[config.mk]
export PLATFORM = sky130hd
export DESIGN_NAME = water_alarm_driver
export DESIGN_NICKNAME = d
export VERILOG_FILES = /design/src/rtl/water_alarm_driver.sv
export SDC_FILE = /design/constraint.sdc
export NUM_CORES = 1
export LEC_CHECK = 0
export BUFFER_PORTS_ARGS = -buffer_cell sky130_fd_sc_hd__buf_2
export CELL_PAD_IN_SITES_DETAIL_PLACEMENT = 0
export CELL_PAD_IN_SITES_GLOBAL_PLACEMENT = 1
export CORE_MARGIN = 2
export CORE_UTILIZATION = 47
export CTS_CLUSTER_DIAMETER = 200
export DETAILED_ROUTE_END_ITERATION = 8
export HOLD_SLACK_MARGIN = 0.15
export PLACE_DENSITY = 0.76
export SETUP_SLACK_MARGIN = 0.1
export SLEW_MARGIN = 20
export SYNTH_ARGS = -nofsm -noshare
export SYNTH_HDL_FRONTEND = slang
export SYNTH_SLANG_ARGS = --single-unit
[constraint.sdc]
create_clock -name clk -period 3.4 [get_ports clk]
set_input_delay 0.34 -clock clk [delete_from_list [all_inputs] [get_ports clk]]
set_output_delay 0.34 -clock clk [all_outputs]
set_load 0.02 [all_outputs]
[src/rtl/water_alarm_driver.sv]
// Water level alarm driver: qualifies the raw level code on a slow tick,
// then drives a thermometer LED bar, a hysteretic drain pump and a mutable blinking buzzer.
module water_alarm_driver #(
  parameter int TICK_DIV   = 5_000_000,
  parameter int QUAL_TICKS = 3,
  parameter int SLOW_TICKS = 4,
  parameter int FAST_TICKS = 1
) (
  input  logic       clk,
  input  logic       rst,
  input  logic [2:0] state,
  input  logic       ack,
  output logic [2:0] level_q,
  output logic [7:0] led,
  output logic       buzzer,
  output logic       pump,
  output logic       alarm_active
);

  localparam int TW   = (TICK_DIV > 1) ? $clog2(TICK_DIV) : 1;
  localparam int QW   = $clog2(QUAL_TICKS + 1);
  localparam int BMAX = (SLOW_TICKS > FAST_TICKS) ? SLOW_TICKS : FAST_TICKS;
  localparam int BW   = $clog2(BMAX + 1);

  typedef enum logic [1:0] {NORMAL, ALERT, MUTED} fsm_t;

  logic [TW-1:0] tick_cnt_q, tick_cnt_d;
  logic          tick;
  logic [2:0]    cand_q, cand_d;
  logic [QW-1:0] stab_q, stab_d;
  logic [2:0]    level_d;
  logic          level_chg;
  logic [7:0]    led_q, led_d;
  logic          pump_q, pump_d;
  logic          alarm_q, alarm_d;
  logic          buzz_q, buzz_d;
  fsm_t          fsm_q, fsm_d;
  logic [2:0]    mute_lvl_q, mute_lvl_d;
  logic [BW-1:0] blink_q, blink_d, half;
  logic          off_q, off_d;
  logic          entry;

  // Free-running tick prescaler
  always_comb begin
    tick       = (tick_cnt_q == TW'(TICK_DIV - 1));
    tick_cnt_d = tick ? '0 : tick_cnt_q + TW'(1);
  end

  always_ff @(posedge clk or posedge rst) begin
    if (rst) tick_cnt_q <= '0;
    else     tick_cnt_q <= tick_cnt_d;
  end

  // Any change in the sampled code restarts qualification; acceptance needs
  // QUAL_TICKS consecutive ticks of the same candidate.
  always_comb begin
    cand_d  = cand_q;
    stab_d  = stab_q;
    level_d = level_q;
    if (state != cand_q) begin
      cand_d = state;
      stab_d = '0;
    end else if (tick) begin
      if (stab_q == QW'(QUAL_TICKS - 1)) level_d = cand_q;
      else                               stab_d  = stab_q + QW'(1);
    end
  end

  assign level_chg = (level_d != level_q);

  always_ff @(posedge clk or posedge rst) begin
    if (rst) begin
      cand_q  <= '0;
      stab_q  <= '0;
      level_q <= '0;
    end else begin
      cand_q  <= cand_d;
      stab_q  <= stab_d;
      level_q <= level_d;
    end
  end

  always_comb begin
    led_d = '0;
    for (int i = 0; i < 8; i++) led_d[i] = (3'(i) <= level_q);
    pump_d = pump_q;
    if (level_q >= 3'd5)      pump_d = 1'b1;
    else if (level_q <= 3'd2) pump_d = 1'b0;
    alarm_d = level_q[2];
  end

  always_ff @(posedge clk or posedge rst) begin
    if (rst) begin
      led_q   <= '0;
      pump_q  <= 1'b0;
      alarm_q <= 1'b0;
    end else begin
      led_q   <= led_d;
      pump_q  <= pump_d;
      alarm_q <= alarm_d;
    end
  end

  // Mute FSM: state register
  always_ff @(posedge clk or posedge rst) begin
    if (rst) begin
      fsm_q      <= NORMAL;
      mute_lvl_q <= '0;
    end else begin
      fsm_q      <= fsm_d;
      mute_lvl_q <= mute_lvl_d;
    end
  end

  // Mute FSM: next state; a drop below 4 wins over a simultaneous ack
  always_comb begin
    fsm_d      = fsm_q;
    mute_lvl_d = mute_lvl_q;
    case (fsm_q)
      NORMAL: if (level_q[2]) fsm_d = ALERT;
      ALERT: begin
        if (!level_q[2]) fsm_d = NORMAL;
        else if (ack) begin
          fsm_d      = MUTED;
          mute_lvl_d = level_q;
        end
      end
      MUTED: begin
        if (!level_q[2])              fsm_d = NORMAL;
        else if (level_q > mute_lvl_q) fsm_d = ALERT;
      end
      default: fsm_d = NORMAL;
    endcase
  end

  // Blink phase; off_q == 0 is the audible half so a cleared phase starts on
  always_comb begin
    entry   = (fsm_d == ALERT) && (fsm_q != ALERT);
    half    = (level_q == 3'd6) ? BW'(FAST_TICKS - 1) : BW'(SLOW_TICKS - 1);
    blink_d = blink_q;
    off_d   = off_q;
    if (level_chg || entry) begin
      blink_d = '0;
      off_d   = 1'b0;
    end else if (fsm_q == ALERT && tick) begin
      if (blink_q >= half) begin
        blink_d = '0;
        off_d   = ~off_q;
      end else begin
        blink_d = blink_q + BW'(1);
      end
    end
  end

  always_ff @(posedge clk or posedge rst) begin
    if (rst) begin
      blink_q <= '0;
      off_q   <= 1'b0;
    end else begin
      blink_q <= blink_d;
      off_q   <= off_d;
    end
  end

  // Mute FSM: output; decoded from next state so mute and entry act on the same edge
  always_comb begin
    buzz_d = (fsm_d == ALERT) && ((level_q == 3'd7) || !off_d);
  end

  always_ff @(posedge clk or posedge rst) begin
    if (rst) buzz_q <= 1'b0;
    else     buzz_q <= buzz_d;
  end

  assign led          = led_q;
  assign pump         = pump_q;
  assign alarm_active = alarm_q;
  assign buzzer       = buzz_q;

endmodule

; ---- After elaboration in Yosys (flattened, before gate mapping)
; Index checks and enable logic that the tools add are counted.
[totals]
out_inout_bits = 14
mem_bits_ro = 0
register_bits = 51
mem_count = 0
mem_bits_rw = 0
latchBits = 0
wordCells = 73
[classes]
bitwise_logic = 1
mul = 0
reduce_logical = 12
add_sub_neg = 3
eq_ne = 11
magnitude_cmp = 12
shifts = 0
mux = 22
div_mod_pow = 0
[op_table]
columns = operator, n
row1 = 23-bit by 1-bit adder with 23-bit output (second input constant), 1
row2 = 23-bit == test (second input constant), 1
row3 = 23-bit two-way mux, 1
row4 = 2-bit two-way mux, 9
row5 = 3-bit two-way mux, 6
row6 = 3-bit <= comparator (first input constant), 4
row7 = 3-bit == test (second input constant), 2
row8 = 1-bit by 3-bit <= comparator with 1-bit output (first input constant), 2
row9 = 2-bit by 3-bit <= comparator with 1-bit output (first input constant), 2
row10 = 3-bit != test, 2
row11 = 2-bit one-hot mux with 3 select lines, 1
row12 = 2-bit nonzero test, 3
row13 = 1-bit two-way mux, 5
row14 = 2-bit by 1-bit == test with 1-bit output (second input constant), 2
row15 = 2-bit == test (second input constant), 2
row16 = 3-bit by 1-bit adder with 3-bit output (second input constant), 1
row17 = 3-bit by 2-bit greater-or-equal comparator with 1-bit output, 1
row18 = 3-bit greater-or-equal comparator (second input constant), 1
row19 = 3-bit greater-than comparator, 1
row20 = 3-bit by 2-bit <= comparator with 1-bit output (second input constant), 1
row21 = 1-bit logical AND, 3
row22 = 3-bit AND reduction, 1
row23 = 2-bit by 1-bit adder with 2-bit output (second input constant), 1
row24 = 2-bit logical NOT, 1
row25 = 6 further kinds, 7

; ---- Longest topological paths before layout
; Gate-level depths: netlist of the first run.
[logic_depth]
ltp_word = 11
mapped_depth = 10

; ---- Worst setup path before layout of the first run
; Ideal clock, no wire load.
[synth_path]
path_type = flip-flop to flip-flop
from = register level_q[1]
to = register buzz_q (netlist: buzzer)
synth_period_minus_slack_ps = 2585
n_path_buf = 1
path_stages_with_launch = 11
path_slack_ps = 815
t_required_ps = 3276
arrival_ps = 2461
cell_sequence = dfrtp_1 > clkbuf_1 > nand2_1 > inv_1 > nand2_1 > ha_1 > or2b_2 > a211oi_1 > nor4_4 > xnor2_1 > o31a_1
[synth_via]
elab_chain_cells = 11
elab_cells_between_ends = 21
[synth_rtl]
columns = item, line_no
row1 = "start, declared", 13  ; output logic [2:0] level_q,
row2 = "start signal, assigned", 79  ; level_q <= level_d;
row3 = 3-bit greater-than comparator, 130  ; else if (level_q > mute_lvl_q) fsm_d = ALERT;
row4 = 2-bit two-way mux, 130
row5 = 2-bit two-way mux, 129  ; if (!level_q[2]) fsm_d = NORMAL;
row6 = 2-bit one-hot mux with 3 select lines, 119  ; case (fsm_q)
row7 = 2-bit by 1-bit == test with 1-bit output, "138, 167"
row8 = 1-bit logical AND, 138  ; entry = (fsm_d == ALERT) && (fsm_q != ALERT);
row9 = 1-bit logical OR, 142  ; if (level_chg || entry) begin
row10 = 1-bit two-way mux, 142
row11 = 1-bit logical NOT, 167  ; buzz_d = (fsm_d == ALERT) && ((level_q == 3'd7) || !off_d);
row12 = 1-bit logical OR, 167
row13 = 1-bit logical AND *, 167
row14 = via buzz_d, 36  ; logic buzz_q, buzz_d;
row15 = "end signal, assigned", 172  ; else buzz_q <= buzz_d;
row16 = "end, declared", 36
; The timed path passes the listed nets; every way through them passes the cells marked *.
; A chain may end at the register's enable or synchronous reset.

; ---- Final worst setup path of the first run
; Same ends and word-level chain as after synthesis.

==> run metrics, run 1 <==
status finished clean; RSZ-0062 raised after global routing false; initial drt markers 54; FF-to-FF setup slack 0.83 ns; FILL cells 446; CTS Buf Count 5; area of the multi-input gates 965 um2; Synth top area share 54.9%; CTS tree yes; maxcap violations 0; Seq. cell area 1280 um2; die height 74.3 um; per-cell routed wire length 12.9 um; Post-Synthesis Cells 212; met1 usage 20.6%; r2r endpoint buzzer; most used cell, CP nand2_1; commonest non-fill, non-tap cell in the layout dfrtp_1; Worst-path clk slew 0.09 ns; sequential share of the synthesized area 54.9%; min-delay src state[0]; vias in the first global route 1532; Yosys reg bits 51; layer carrying the most global-route usage met2; Area Growth Syn to Fin 12.7%; slowest CP cell a211oi_1; Clock Power Share 40.9%; Final HPWL DP 2710 um; final wirelength 3900 um; input/output buffers 19; largest net degree at the start of global routing 52; diodes inserted 0; I/O pin total 20; Tmin final 2.57 ns; slew at the pin closest to its max-slew limit 0.859 ns; H-Tree Depth 2; 1st-pass router iterations 4; critical path arrival 2.75 ns; first-pass GRT wire length 6930 um; Final Max Tran Viols 0; Post-route DRC 0; antenna violations before repair 0; syn_nets 226; Reg2Reg Depth 9; Antenna Nets Post-Route 0; Yosys top cell by area dfrtp_1; Worst VDD drop 170 uV; Worst Hold Depth 1; Max Fclk 390 MHz; endpoints failing setup 0; final worst path period share 75.5%; CP cell instances nand2_1 -> inv_1 -> nand2_1 -> ha_1 -> or2b_2 -> a211oi_1 -> nor4_4 -> xnor2_1 -> o31a_1; internal power 861 uW; TNS Setup 0 ns; average size of a mapped cell 11.0 um2; Initial Util 48.9%; post-DR vias/cell 4.93; FF-to-FF Start level_q[1]; Die ar. 5520 um2; Psw 224 uW; CORE AREA 4750 um2; hold endpoint cand_q[0]; CTS Buffer Depth 2; CP max stage delay 0.59 ns; clock sink count 51; PD cells 414 nW/um2; endpoint class of the critical path flop; Resize count post-CTS 0; combinational share of power 2.7%; YS warnings 0; layout cells sized above 1 17.0%; num rows 25; Startpoint Class flop; Setup CP Type reg2reg; grt total ovfl 0; Final Instance Area 2620 um2; largest fanout on the critical path 10; clock latency at the later pin of the worst-skew pair 0.30 ns; die width 74.3 um; CTS root buf clkbuf_8; global-route usage over all layers 16.9%; endpoints failing hold 0; worst hold path class in2reg; Worst Skew 0.00980 ns; Fin Hold WS 0.169 ns; commonest non-fill, non-tap cells in the layout 51 x dfrtp_1, 23 x nor2_1, 19 x xnor2_1, 19 x buf_2, 14 x nand2_1; worst slew margin relative to its limit 42.7%; Via Count 1488; Final #Nets 248; Final Wtd Congestion 0.782; switch share 20.7%; P_leak 0.00123 uW; Seq pwr share 56.4%; final design utilization 55.1%; M2 GR Usage 28.6%; synthesized cell area 2320 um2; Distinct cells, synth 36; Synth area leaders dfrtp_1 55%, xnor2_1 7.2%, ha_1 4.3%; met3 Use GR 4.20%; Req. time, crit path 3.58 ns; placed inst area 2480 um2
metal layers:
layer	wire length [um]	vias up
li1	-	751
met1	1790	714
met2	1910	16
met3	121	7
met4	76	0
met5	0	-
cells in the mapped netlist (all sizes together):
cell     n
dfrtp   51
nor2    23
xnor2   19
nand2   14
inv     13
nand3   12
xor2    10
ha       8
clkbuf   6
nor3     6
nand4    5
o21ai    5
a21oi    4
a211oi   3
and3     3
mux2     3
nand2b   3
nor4     3
o21a     3
nand4b   2
nor4b    2
or2      2
or2b     2
or4      2
a21o     1
a32o     1
and4     1
buf      1
conb     1
nor2b    1
o31a     1
or3      1
registers in the layout, indices dropped and copies added (netlist names), 2 cells and up:
name,flops
mute_lvl_q,3
fsm_q,2
cand_q,3
stab_q,2
level_q,3
blink_q,3
tick_cnt_q,23
led,8
what timing repair did:
action	in CTS	in global routing
hold endpoints to repair	1	1
hold buffers	1	1
buffers inserted	0	0
final cells by class:
cell class,instances,share of cell area (%)
Multi-Input combinational cell,141,36.8
Timing Repair Buffer,22,4.68
Clock inverter,2,1.48
Tap cell,67,3.20
Inverter,13,1.91
Clock buffer,6,3.15
Sequential cell,51,48.7
how the worst max path moves through the flow:
stage,from,endpoint
after global routing,level_q[1],buzzer
final,level_q[1],buzzer
after global placement,level_q[1],buzzer
after floorplan,level_q[1],buzzer
after detailed placement,level_q[1],buzzer
after CTS,level_q[1],buzzer
critical path: cells and delay by family, from the launching register on:
| kind | cells | cell delay (ns) |
|---|---|---|
| compound gates | 2 | 0.88 |
| xor+xnor | 1 | 0.16 |
| fa+ha+maj | 1 | 0.27 |
| buf+inv | 1 | 0.08 |
| flops | 1 | 0.51 |
| simple gates | 4 | 0.54 |
logic make-up (layout without fill, tap and decap cells):
| family | Yosys count | in the layout | synth area share [%] |
|---|---|---|---|
| and+or+nand+nor | 82 | 82 | 19.7 |
| DFF | 51 | 51 | 54.9 |
| xor gates and xnor gates | 29 | 29 | 10.9 |
| buffers and inverters | 20 | 43 | 3.55 |
| AOI/OAI and AO/OA | 18 | 18 | 5.01 |
| adders and majority gates | 8 | 8 | 4.31 |
| muxes | 3 | 3 | 1.45 |
| other | 1 | 1 | 0.161 |
through the flow:
| stage | instances | setup slack [ns] | total power, uW |
|---|---|---|---|
| after floorplan | 212 | 0.815 | 644 |
| after global placement | 292 | 0.919 | 653 |
| after detailed placement | 292 | 0.814 | 653 |
| after CTS | 301 | 0.794 | 1100 |
| after global routing | 302 | 0.565 | 1130 |
| final | 302 | 0.833 | 1090 |
power groups by stage:
stage	combinational (uW)	clock (uW)	sequential, uW
floorplan	17.8	0	626
global placement	28.6	0	624
detailed placement	28.8	0	624
CTS	29.9	462	612
global route	34.3	484	613
finish	29.6	443	612
Power figures use the tool's default switching activity.
==> run 2, diff against run 1 <==
--- a/config.mk
+++ b/config.mk
@@ -9,11 +9,11 @@
 export CELL_PAD_IN_SITES_DETAIL_PLACEMENT = 0
 export CELL_PAD_IN_SITES_GLOBAL_PLACEMENT = 1
 export CORE_MARGIN = 2
-export CORE_UTILIZATION = 47
+export CORE_UTILIZATION = 42
 export CTS_CLUSTER_DIAMETER = 200
 export DETAILED_ROUTE_END_ITERATION = 8
 export HOLD_SLACK_MARGIN = 0.15
-export PLACE_DENSITY = 0.76
+export PLACE_DENSITY = 0.71
 export SETUP_SLACK_MARGIN = 0.1
 export SLEW_MARGIN = 20
 export SYNTH_ARGS = -nofsm -noshare
==> constraint.sdc (replaced) <==
create_clock -name clk -period 2.1 [get_ports clk]
set_input_delay 0.21 -clock clk [delete_from_list [all_inputs] [get_ports clk]]
set_output_delay 0.21 -clock clk [all_outputs]
set_load 0.02 [all_outputs]
==> run 2 against run 1 <==
Clock power rose by 32%; sequential share of layout area fell by 3.7 points; routed wire length rose by 8.2%; setup slack got worse by 0.70 ns; largest power group unchanged; die area rose by 11%; sequential power rose by 62%.
==> run metrics, run 2 (synthesis results as in run 1) <==
status finished clean; I/O pin total 20; internal power 1280 uW; maxcap violations 0; grt total ovfl 0; Area Growth Syn to Fin 22.1%; Startpoint Class flop; endpoints failing setup 0; CTS Buf Count 5; Worst Hold Depth 3; CTS Buffer Depth 2; largest net degree at the start of global routing 30; first-pass GRT wire length 7330 um; Req. time, crit path 2.29 ns; 1st-pass router iterations 3; Antenna Nets Post-Route 0; commonest non-fill, non-tap cell in the layout dfrtp_1; Final Wtd Congestion 0.767; Cells after DPL 312; final design utilization 52.2%; endpoint class of the critical path flop; Worst VDD drop 315 uV; antenna violations before repair 0; Tmin final 1.97 ns; slowest CP cell or4_4; P_leak 0.00136 uW; PD cells 575 nW/um2; clock sink count 51; FF-to-FF setup slack 0.13 ns; initial drt markers 45; vias in the first global route 1579; largest fanout on the critical path 5; final wirelength 4210 um; diodes inserted 0; die width 78.4 um; Initial Util 42.7%; Max Fclk 508 MHz; Worst-path clk slew 0.09 ns; Clock Power Share 35.7%; slew at the pin closest to its max-slew limit 0.516 ns; FF-to-FF Start tick_cnt_q[16]; Placement Setup Slack 0.0131 ns; CTS tree yes; worst slew margin relative to its limit 65.6%; Die ar. 6140 um2; Setup CP Type reg2reg; min-delay src ack; Final HPWL DP 3020 um; final worst slack 0.133 ns; Top reg by flops tick_cnt_q; global-route usage over all layers 15.5%; die height 78.4 um; per-cell routed wire length 12.8 um; endpoints failing hold 0; CORE AREA 5440 um2; clock latency at the later pin of the worst-skew pair 0.30 ns; r2r endpoint level_q[1]; post-DR vias/cell 4.70; hold endpoint fsm_q[0]; switch share 21.6%; Psw 352 uW; RSZ-0062 raised after global routing true; Seq pwr share 60.7%; Via Count 1542; CP cell instances nand4b_1 -> or4_4 -> nor4_4 -> mux2_2; critical path arrival 2.16 ns; worst hold path class in2reg; Final #Nets 269; CP max stage delay 0.60 ns; CTS root buf clkbuf_8; Post-route DRC 0; input/output buffers 19; layout cells sized above 1 27.7%; Worst Skew 0.00932 ns; H-Tree Depth 2; max reg flops 23; Reg2Reg Depth 4; fin cells 328; combinational share of power 3.6%; final worst path period share 93.7%; commonest non-fill, non-tap cells in the layout 49 x dfrtp_1, 22 x nor2_1, 19 x buf_2, 19 x buf_4, 18 x xnor2_1; num rows 27; Final Max Tran Viols 0
==> run 2: layer usage <==
metal / track usage [%] / vias to the layer above / share of wire (%)
met2: 24.3 / 11 / 47
li1: - / 796 / -
met1: 20.6 / 728 / 49
met5: 0 / - / 0
met4: 6.84 / 0 / 1.9
met3: 3.45 / 7 / 2.0
==> run 2: worst max-delay path by stage <==
stage / startpoint / to
after global routing: level_q[2] / buzzer
after CTS: tick_cnt_q[1] / buzzer
after detailed placement: tick_cnt_q[1] / buzzer
after floorplan: level_q[2] / buzzer
after global placement: tick_cnt_q[1] / buzzer
final: tick_cnt_q[16] / level_q[1]
==> run 2: layout make-up <==
type / instances / area (um2)
Inverter: 13 / 48.8
Clock inverter: 1 / 8.76
Fill cell: 498 / 2600
Tap cell: 72 / 90.1
Clock buffer: 7 / 86.3
Multi-Input combinational cell: 141 / 1030
Sequential cell: 51 / 1280
Timing Repair Buffer: 43 / 298
==> run 2: critical path, delay by kind of cell (launching register included) <==
family / cells / cell delay, ns
and+or+nand+nor: 3 / 1.08
DFF: 1 / 0.39
muxes: 1 / 0.38
==> run 2: stage by stage <==
stage	setup TNS [ns]	area [um2]	hold slack [ns]	total power [uW]
floorplan	-0.00858	2350	0.308	1040
global placement	0	2630	0.278	1060
detailed placement	0	2630	0.277	1070
CTS	0	2760	0.270	1670
global route	0	2840	0.274	1710
finish	0	2840	0.284	1630
==> run 2: power by group through the flow <==
| stage | logic (uW) | clock network, uW | registers, uW |
|---|---|---|---|
| final | 59.2 | 583 | 991 |
| after global routing | 67.8 | 652 | 992 |
| after CTS | 61.3 | 613 | 991 |
| after detailed placement | 55.3 | 0 | 1010 |
| after global placement | 54.7 | 0 | 1010 |
| after floorplan | 28.7 | 0 | 1010 |
==> run 2: repair_timing <==
action | CTS | global route
pin swaps | 1 | 7
hold endpoints to repair | 25 | 0
hold buffers | 4 | 0
gates resized for setup | 1 | 11
setup buffers | 0 | 4
endpoints found under the setup margin | 8 | 11
==> run 3, diff against run 2 <==
--- a/config.mk
+++ b/config.mk
@@ -6,10 +6,10 @@
 export NUM_CORES = 1
 export LEC_CHECK = 0
 export BUFFER_PORTS_ARGS = -buffer_cell sky130_fd_sc_hd__buf_2
-export CELL_PAD_IN_SITES_DETAIL_PLACEMENT = 0
-export CELL_PAD_IN_SITES_GLOBAL_PLACEMENT = 1
+export CELL_PAD_IN_SITES_DETAIL_PLACEMENT = 2
+export CELL_PAD_IN_SITES_GLOBAL_PLACEMENT = 2
 export CORE_MARGIN = 2
-export CORE_UTILIZATION = 42
+export CORE_UTILIZATION = 35
 export CTS_CLUSTER_DIAMETER = 200
 export DETAILED_ROUTE_END_ITERATION = 8
 export HOLD_SLACK_MARGIN = 0.15
==> constraint.sdc (replaced) <==
create_clock -name clk -period 1.75 [get_ports clk]
set_input_delay 0.175 -clock clk [delete_from_list [all_inputs] [get_ports clk]]
set_output_delay 0.175 -clock clk [all_outputs]
set_load 0.02 [all_outputs]
==> run 3 against run 2 <==
The run now ends with negative setup slack left; critical path depth rose by 1; final area up 19%; non-clock buffer count is 46 higher; clock-buffer cell count is 1 lower; cell count increased by 16%; sequential power increased by 20%; first-iteration DRC count is 98% higher; worst hold slack worse by 0.019 ns.
==> run metrics, run 3 (synthesis results as in run 1) <==
status finished, violations left; failing checks negative setup slack; largest net degree at the start of global routing 23; I/O pin total 20; 1st-pass router iterations 3; commonest non-fill, non-tap cells in the layout 54 x buf_4, 49 x dfrtp_1, 19 x buf_2; CTS Buffer Depth 2; Req. time, crit path 1.94 ns; Final HPWL DP 4590 um; CTS tree yes; post-DR vias/cell 4.88; Worst VDD drop 365 uV; critical path arrival 2.30 ns; P_leak 0.00165 uW; clock sink count 51; num rows 29; Tmin final 2.10 ns; CORE AREA 6390 um2; Setup CP Type reg2reg; Startpoint Class flop; fin cells 379; grt total ovfl 0; worst hold path class in2reg; switch share 22.9%; antenna violations before repair 0; layout cells sized above 1 47.4%; H-Tree Depth 2; FF-to-FF Start tick_cnt_q[16]; first-pass GRT wire length 11400 um; endpoints failing hold 0; commonest non-fill, non-tap cell in the layout buf_4; input/output buffers 19; final worst slack -0.352 ns; maxcap violations 0; Psw 443 uW; final wirelength 7320 um; endpoint class of the critical path flop; r2r endpoint buzzer; FILL cells 624; Worst-path clk slew 0.09 ns; clock latency at the later pin of the worst-skew pair 0.30 ns; min-delay src ack; internal power 1500 uW; largest fanout on the critical path 4; Seq. cell area 1280 um2; PD cells 572 nW/um2; CTS Buf Count 5; Cells after DPL 347; Area Growth Syn to Fin 45.8%; combinational share of power 4.0%; hold endpoint fsm_q[0]; Antenna Nets Post-Route 0; die width 85.5 um; Worst Skew 0.00693 ns; diodes inserted 0; placed inst area 2890 um2; Final #Nets 315; Final Max Tran Viols 0; die height 85.5 um; global-route usage over all layers 20.6%; max reg flops 23; Reg2Reg Depth 5; Placement Setup Slack -0.349 ns; Final Wtd Congestion 0.754; Fin Hold WS 0.264 ns; FF-to-FF setup slack -0.35 ns; Top reg by flops tick_cnt_q; final worst path period share 120%; Die ar. 7310 um2; CTS root buf clkbuf_8; endpoints failing setup 25; Seq pwr share 61.4%; Via Count 1850; Initial Util 36.4%; RSZ-0062 raised after global routing true; initial drt markers 89; Final Instance Area 3390 um2; Max Fclk 476 MHz; Worst Hold Depth 3; area of the multi-input gates 1190 um2; vias in the first global route 2121; per-cell routed wire length 19.3 um; Clock Power Share 34.6%; Post-route DRC 0
[run 3: worst max path at each step]
stage,startpoint,end,slack [ns],cells after the start
final,tick_cnt_q[16],buzzer,-0.35,5
after global routing,tick_cnt_q[1],buzzer,-0.44,6
after floorplan,level_q[1],buzzer,-0.30,10
after detailed placement,level_q[0],buzzer,-0.35,7
after global placement,level_q[0],buzzer,-0.23,8
after CTS,level_q[2],buzzer,-0.22,9
[run 3: what timing repair did]
| action | CTS | global route |
|---|---|---|
| hold buffers | 4 | 0 |
| gates cloned | 1 | 0 |
| gates resized for setup | 32 | 22 |
| hold endpoints to repair | 36 | 0 |
| setup endpoints to repair | 29 | 30 |
| setup buffers | 12 | 12 |
| pin swaps | 19 | 23 |
[run 3: per-layer routing]
layer	wire, um	track usage (%)	up-vias
met5	0	0	-
met4	74	5.19	0
met3	110	2.92	7
met2	4200	38.9	14
met1	2930	24.3	946
li1	-	-	883
[run 3: through the flow]
stage | power (uW) | TNS, ns | util [%]
after global placement | 1280 | -1.74 | 45.3
final | 1940 | -4.24 | 53.0
after global routing | 2020 | -6.26 | 53.0
after detailed placement | 1280 | -3.30 | 45.3
after floorplan | 1250 | -1.62 | -
after CTS | 1980 | -2.20 | 50.4
[run 3: worst max-delay path, stage by stage (launching register included)]
cell	delay (ns)
dfrtp_1	0.43
nand4b_1	0.29
or4_4	0.53
nor4_4	0.38
xnor2_2	0.12
o31a_1	0.25
[run 3: power groups by stage]
stage	logic [uW]	registers [uW]	clock network (uW)
finish	78.0	1190	670
global route	87.1	1190	743
CTS	78.7	1190	710
detailed placement	71.0	1210	0
global placement	69.1	1210	0
floorplan	34.8	1220	0
[run 3: layout make-up]
type,instances,share of cell area [%]
Clock buffer,6,2.14
Clock inverter,2,0.369
Inverter,13,1.44
Multi-Input combinational cell,141,35.2
Sequential cell,51,37.8
Tap cell,77,2.84
Timing Repair Buffer,89,20.2
